===== config.mk =====
export PLATFORM = sky130hd
export DESIGN_NAME = uart_interface
export DESIGN_NICKNAME = d
export VERILOG_FILES = /design/src/rtl/uart_pkg.sv /design/src/rtl/uart_baud_gen.sv /design/src/rtl/uart_interface.sv
export SDC_FILE = /design/constraint.sdc
export NUM_CORES = 1
export LEC_CHECK = 0
export ABC_AREA = 1
export BUFFER_PORTS_ARGS = -buffer_cell sky130_fd_sc_hd__buf_2
export CORE_MARGIN = 4
export CORE_UTILIZATION = 23
export DETAILED_ROUTE_END_ITERATION = 7
export SLEW_MARGIN = 5
export SYNTH_ARGS = -nofsm -noshare
export SYNTH_HDL_FRONTEND = slang
export SYNTH_HIERARCHICAL = 1
export SYNTH_SLANG_ARGS = --single-unit
export TNS_END_PERCENT = 20

===== constraint.sdc =====
create_clock -name clk -period 3 [get_ports clk]
set_input_delay 0.6 -clock clk [delete_from_list [all_inputs] [get_ports clk]]
set_output_delay 0.6 -clock clk [all_outputs]
set_load 0.02 [all_outputs]

===== src/rtl/uart_pkg.sv =====
// Shared UART definitions: FSM state encoding, frame geometry and parity mode.
package uart_pkg;

    localparam int unsigned DATA_BITS   = 8;
    localparam int unsigned OVERSAMPLE  = 16;
    localparam int unsigned SAMPLE_TICK = OVERSAMPLE / 2;
    // 0 selects even parity, 1 would select odd.
    localparam logic        PARITY_ODD  = 1'b0;

    typedef enum logic [2:0] {
        StIdle,
        StStart,
        StData,
        StParity,
        StStop
    } uart_state_e;

    function automatic logic parity_of(input logic [DATA_BITS-1:0] i_data);
        return (^i_data) ^ PARITY_ODD;
    endfunction

endpackage


===== src/rtl/uart_baud_gen.sv =====
// Oversample tick generator: one-cycle pulse every CLOCK_RATE/(BAUD_RATE*16) clocks.
module uart_baud_gen
    import uart_pkg::*;
#(
    parameter int unsigned CLOCK_RATE = 200_000_000,
    parameter int unsigned BAUD_RATE  = 115200
) (
    input  logic clk,
    input  logic rst_n,
    input  logic i_clear,
    output logic o_tick
);

    localparam int unsigned DIV = CLOCK_RATE / (BAUD_RATE * OVERSAMPLE);
    localparam int unsigned CW  = (DIV > 1) ? $clog2(DIV) : 1;
    localparam logic [CW-1:0] LAST = CW'(DIV - 1);

    logic [CW-1:0] r_cnt;

    // i_clear restarts the phase so the first tick lands DIV cycles later.
    always_ff @(posedge clk) begin
        if (rst_n || i_clear) begin
            r_cnt <= '0;
        end else if (r_cnt == LAST) begin
            r_cnt <= '0;
        end else begin
            r_cnt <= r_cnt + CW'(1);
        end
    end

    assign o_tick = (r_cnt == LAST) && !i_clear;

endmodule


===== src/rtl/uart_interface.sv =====
// 8E1 UART with independent TX and RX FSMs, 16x oversampled, mid-bit RX sampling.
module uart_interface
    import uart_pkg::*;
#(
    parameter int unsigned CLOCK_RATE = 200_000_000,
    parameter int unsigned BAUD_RATE  = 115200
) (
    input  logic       clk,
    input  logic       rst_n,
    input  logic       tx_start,
    input  logic [7:0] tx_data_in,
    input  logic       rx_serial_in,
    output logic       tx_serial_out,
    output logic [7:0] rx_data_out,
    output logic       rx_ready,
    output logic       parity_error,
    output logic       tx_busy
);

    logic w_tx_tick, w_tx_clear, w_rx_tick, w_rx_clear;

    uart_baud_gen #(.CLOCK_RATE(CLOCK_RATE), .BAUD_RATE(BAUD_RATE)) u_tx_baud (
        .clk    (clk),
        .rst_n  (rst_n),
        .i_clear(w_tx_clear),
        .o_tick (w_tx_tick)
    );

    uart_baud_gen #(.CLOCK_RATE(CLOCK_RATE), .BAUD_RATE(BAUD_RATE)) u_rx_baud (
        .clk    (clk),
        .rst_n  (rst_n),
        .i_clear(w_rx_clear),
        .o_tick (w_rx_tick)
    );

    // ---------------- Transmitter ----------------
    uart_state_e r_tx_state, w_tx_state;
    logic [7:0]  r_tx_data, w_tx_data;
    logic [2:0]  r_tx_bit, w_tx_bit;
    logic [3:0]  r_tx_tick_cnt, w_tx_tick_cnt;

    always_ff @(posedge clk) begin
        if (rst_n) begin
            r_tx_state    <= StIdle;
            r_tx_data     <= '0;
            r_tx_bit      <= '0;
            r_tx_tick_cnt <= '0;
        end else begin
            r_tx_state    <= w_tx_state;
            r_tx_data     <= w_tx_data;
            r_tx_bit      <= w_tx_bit;
            r_tx_tick_cnt <= w_tx_tick_cnt;
        end
    end

    always_comb begin
        w_tx_state    = r_tx_state;
        w_tx_data     = r_tx_data;
        w_tx_bit      = r_tx_bit;
        w_tx_tick_cnt = r_tx_tick_cnt;
        w_tx_clear    = 1'b0;
        if (r_tx_state == StIdle) begin
            w_tx_tick_cnt = '0;
            w_tx_bit      = '0;
            if (tx_start) begin
                w_tx_state = StStart;
                w_tx_data  = tx_data_in;
                w_tx_clear = 1'b1;
            end
        end else if (w_tx_tick) begin
            w_tx_tick_cnt = r_tx_tick_cnt + 4'd1;
            if (r_tx_tick_cnt == 4'(OVERSAMPLE - 1)) begin
                unique case (r_tx_state)
                    StStart:  w_tx_state = StData;
                    StData: begin
                        w_tx_bit = r_tx_bit + 3'd1;
                        if (r_tx_bit == 3'(DATA_BITS - 1)) begin
                            w_tx_state = StParity;
                        end
                    end
                    StParity: w_tx_state = StStop;
                    default:  w_tx_state = StIdle;
                endcase
            end
        end
    end

    always_comb begin
        tx_busy = (r_tx_state != StIdle);
        unique case (r_tx_state)
            StStart:  tx_serial_out = 1'b0;
            StData:   tx_serial_out = r_tx_data[r_tx_bit];
            StParity: tx_serial_out = parity_of(r_tx_data);
            default:  tx_serial_out = 1'b1;
        endcase
    end

    // ---------------- Receiver ----------------
    logic r_rx_meta, r_rx_sync, r_rx_prev;
    logic w_rx_fall;

    always_ff @(posedge clk) begin
        if (rst_n) begin
            r_rx_meta <= 1'b1;
            r_rx_sync <= 1'b1;
            r_rx_prev <= 1'b1;
        end else begin
            r_rx_meta <= rx_serial_in;
            r_rx_sync <= r_rx_meta;
            r_rx_prev <= r_rx_sync;
        end
    end

    assign w_rx_fall = r_rx_prev && !r_rx_sync;

    uart_state_e r_rx_state, w_rx_state;
    logic [3:0]  r_rx_tick_cnt, w_rx_tick_cnt;
    logic [2:0]  r_rx_bit, w_rx_bit;
    logic [7:0]  r_rx_shift, w_rx_shift;
    logic        r_rx_par, w_rx_par;
    logic [7:0]  r_rx_data, w_rx_data;
    logic        r_rx_perr, w_rx_perr;
    logic        r_rx_ready, w_rx_ready;

    always_ff @(posedge clk) begin
        if (rst_n) begin
            r_rx_state    <= StIdle;
            r_rx_tick_cnt <= '0;
            r_rx_bit      <= '0;
            r_rx_shift    <= '0;
            r_rx_par      <= 1'b0;
            r_rx_data     <= '0;
            r_rx_perr     <= 1'b0;
            r_rx_ready    <= 1'b0;
        end else begin
            r_rx_state    <= w_rx_state;
            r_rx_tick_cnt <= w_rx_tick_cnt;
            r_rx_bit      <= w_rx_bit;
            r_rx_shift    <= w_rx_shift;
            r_rx_par      <= w_rx_par;
            r_rx_data     <= w_rx_data;
            r_rx_perr     <= w_rx_perr;
            r_rx_ready    <= w_rx_ready;
        end
    end

    always_comb begin
        w_rx_state    = r_rx_state;
        w_rx_tick_cnt = r_rx_tick_cnt;
        w_rx_bit      = r_rx_bit;
        w_rx_shift    = r_rx_shift;
        w_rx_par      = r_rx_par;
        w_rx_data     = r_rx_data;
        w_rx_perr     = r_rx_perr;
        w_rx_ready    = 1'b0;
        w_rx_clear    = 1'b0;
        if (r_rx_state == StIdle) begin
            w_rx_tick_cnt = '0;
            w_rx_bit      = '0;
            if (w_rx_fall) begin
                w_rx_state = StStart;
                w_rx_clear = 1'b1;
            end
        end else if (w_rx_tick) begin
            w_rx_tick_cnt = r_rx_tick_cnt + 4'd1;
            if (r_rx_tick_cnt == 4'(SAMPLE_TICK - 1)) begin
                // Mid-bit sample point.
                unique case (r_rx_state)
                    StStart: begin
                        if (r_rx_sync) w_rx_state = StIdle;
                    end
                    StData:   w_rx_shift = {r_rx_sync, r_rx_shift[7:1]};
                    StParity: w_rx_par = r_rx_sync;
                    default: begin
                        w_rx_state = StIdle;
                        if (r_rx_sync) begin
                            w_rx_ready = 1'b1;
                            w_rx_data  = r_rx_shift;
                            w_rx_perr  = (r_rx_par != parity_of(r_rx_shift));
                        end
                    end
                endcase
            end else if (r_rx_tick_cnt == 4'(OVERSAMPLE - 1)) begin
                unique case (r_rx_state)
                    StStart:  w_rx_state = StData;
                    StData: begin
                        w_rx_bit = r_rx_bit + 3'd1;
                        if (r_rx_bit == 3'(DATA_BITS - 1)) begin
                            w_rx_state = StParity;
                        end
                    end
                    StParity: w_rx_state = StStop;
                    default:  w_rx_state = StIdle;
                endcase
            end
        end
    end

    assign rx_data_out  = r_rx_data;
    assign rx_ready     = r_rx_ready;
    assign parity_error = r_rx_perr;

endmodule


==> flow_metrics.env <==
export IMPL_critical_path_class="flip-flop to primary output"
export IMPL_dr_total_vias=2719
export IMPL_dp_worst_setup_slack_ns=0.836
export IMPL_start_util_pct=23.5
export IMPL_final_cell_mix="nand2_1 (72), dfxtp_1 (64), nor2_1 (57)"
export IMPL_multiInputGateArea_um2=1590
export IMPL_ios=24
export IMPL_die_h_um=125
export IMPL_place_hpwl_mm=4.92
export IMPL_required_ns=2.40
export IMPL_yosysSeqAreaShare_pct=40.9
export IMPL_die_area_um2=15500
export IMPL_routedWlPerCell_um=10.3
export IMPL_synth_flop_cell="dfxtp_1"
export IMPL_p_leak_nw=1.55
export IMPL_clock_sinks=64
export IMPL_timing_fmax_mhz=453
export IMPL_areaGrowthSynthToFinish_pct=18.1
export IMPL_ys_warn_count=6
export IMPL_tightest_slew_ns=0.553
export IMPL_setup_slack_ns=0.793
export IMPL_tns_ns=0
export IMPL_cts_tree="built"
export IMPL_final_layout_size_suffix_gt1_share_pct=15.9
export IMPL_hold_viol_final=0
export IMPL_slew_headroom_pct=63.1
export IMPL_cp_arrival_ns=1.61
export IMPL_grt_first_pass_wirelength_mm=11.8
export IMPL_worstPathMaxFanout=7
export IMPL_core_area_um2=13300
export IMPL_synth_seq_cells=64
export IMPL_synthCells=424
export IMPL_ys_async_sr_fraction_pct=0
export IMPL_cts_resized=0
export IMPL_via_per_inst=4.29
export IMPL_finalNetCount=473
export IMPL_clk_pin_slew_ns=0.06
export IMPL_synth_edf_count=0
export IMPL_slew_viol_final=0
export IMPL_ant_nets=0
export IMPL_syn_num_nets=444
export IMPL_peakVddDrop_v=0.000263
export IMPL_cts_inserted_buffers=9
export IMPL_clkLatencyLatePin_ns=0.33
export IMPL_max_cap_viol_count=0
export IMPL_grt_overflow=0
export IMPL_fp_dieW_um=125
export IMPL_placementRows=42
export IMPL_grt_start_max_net_pins=21
export IMPL_grt_pass1_vias=2669
export IMPL_n_fill_cell=1405
export IMPL_antenna_found_initial=0
export IMPL_min_period_ns=2.21
export IMPL_place_gp_congestion=0.825
export IMPL_dr_first_iter_drc_count=126
export IMPL_startpoint_type="flip-flop"
export IMPL_cts_htree_levels=3
export IMPL_drc=0
export IMPL_final_common_cell="nand2_1"
export IMPL_port_buffers=23
export IMPL_fin_crit_sh_pct=73.6
export IMPL_seqCellArea_um2=1280
export IMPL_avgSynthCellArea_um2=7.38
export IMPL_setup_viol_count_final=0
export IMPL_diodes=0
export IMPL_hold_buffers=0
export IMPL_worst_setup_path_end_kind="primary output"
export IMPL_root_buffer="clkbuf_16"
export IMPL_skew_ns=0.00627
export IMPL_grtUsageTotal_pct=9.09
export IMPL_rsz0062_at_grt="false"
export IMPL_clockBufferDepth=2
export IMPL_post_cts_buffers=0
export IMPL_outcome="finished clean"
export IMPL_drtPass1Iterations=4
export IMPL_hp_class="flip-flop to flip-flop"
export IMPL_routed_wl_mm=6.56
export IMPL_power_density_nw_per_um2=632
export IMPL_mappedNetlistArea_um2=3130
export IMPL_ys_types=34
==> cells by family (layout without fill, tap and decap cells) <==
logic type	count (synthesis)	count (layout)	share of synthesized area (%)
AO/OA/AOI/OAI	93	93	16.2
XOR/XNOR	15	15	4.20
adder cells (fa/ha/maj)	8	8	3.20
buffers and inverters	62	96	8.36
flip-flops	64	64	40.9
AND/OR/NAND/NOR	182	182	27.1
==> area by class of cell <==
type	count	area share, %
sequential	64	34.7
multi-input combinational	298	42.9
clock buffer	10	6.20
inverter	56	5.72
clock inverter	6	1.22
tap	176	5.96
timing repair buffer	24	3.32
==> worst max-delay path, stage by stage, from the launching register on <==
cell	delay, ns
dfxtp_1	0.43
inv_1	0.13
o21ai_0	0.20
nand2_1	0.07
o211ai_1	0.18
nand3_1	0.09
buf_2	0.17
==> sequential cells by signal, summed over array words and instances, names as in the netlist, 3 cells and up <==
name / count
r_rx_bit: 3
r_rx_shift: 8
r_rx_state: 3
r_rx_tick_cnt: 4
r_tx_bit: 3
r_tx_data: 8
r_tx_state: 3
r_tx_tick_cnt: 4
rx_data_out: 8
u_rx_baud/r_cnt: 7
u_tx_baud/r_cnt: 7
==> where the power goes <==
| part | leakage [nW] | internal (mW) | switching [mW] |
|---|---|---|---|
| Clock | 0.125 | 0.561 | 0.385 |
| Sequential | 0.520 | 0.903 | 0.0511 |
| Combinational | 0.909 | 0.160 | 0.277 |
==> through the flow <==
step           cells  instance area (um2)  total power [mW]  hold slack [ns]  util [%]
3_5_place_dp     618                 3420              1.41            0.407      25.7
3_3_place_gp     618                 3420              1.39            0.421      25.7
2_1_floorplan    424                 3130              1.31            0.389         -
5_1_grt          634                 3700              2.47            0.448      27.8
4_1_cts          634                 3700              2.37            0.421      27.8
6_report         634                 3700              2.34            0.420      27.8
==> layer usage <==
layer / vias up / global-route usage, % / wire length, um
met4: 0 / 3.68 / 106
met1: 1236 / 10.3 / 3060
li1: 1423 / - / -
met3: 10 / 3.77 / 334
met2: 50 / 15.2 / 3060
met5: - / 0 / 0
==> cell usage after synthesis, types with 2 or more instances <==
cell type	instances	area, um2
o21bai_1	4	30.0
nand3_2	4	40.0
inv_1	50	188
a21oi_2	2	17.5
xnor2_1	6	52.6
nand4_1	4	25.0
nand2_2	5	31.3
dfxtp_1	64	1280
nand2_1	72	270
o21ai_1	2	10.0
nor2_2	4	25.0
nand2_4	2	22.5
nor3_1	4	20.0
nor2_1	57	214
ha_1	8	100
buf_6	2	22.5
inv_2	5	18.8
a21oi_1	42	210
nand3_1	17	85.1
xor2_1	9	78.8
nand3b_1	4	30.0
o21ai_0	39	195
or2_2	4	25.0
clkbuf_1	2	7.51
nor2_4	3	33.8
==> worst paths after layout <==
kind,startpoint,endpoint,slack [ns],cells after the start
hold / removal,r_rx_meta,r_rx_sync,0.42,1
setup reg to reg,u_rx_baud/r_cnt[0],r_rx_shift[3],0.80,9
hold reg to reg,r_rx_meta,r_rx_sync,0.42,1
setup / recovery,r_tx_bit[0],tx_serial_out,0.79,6
Power figures use the tool's default switching activity.
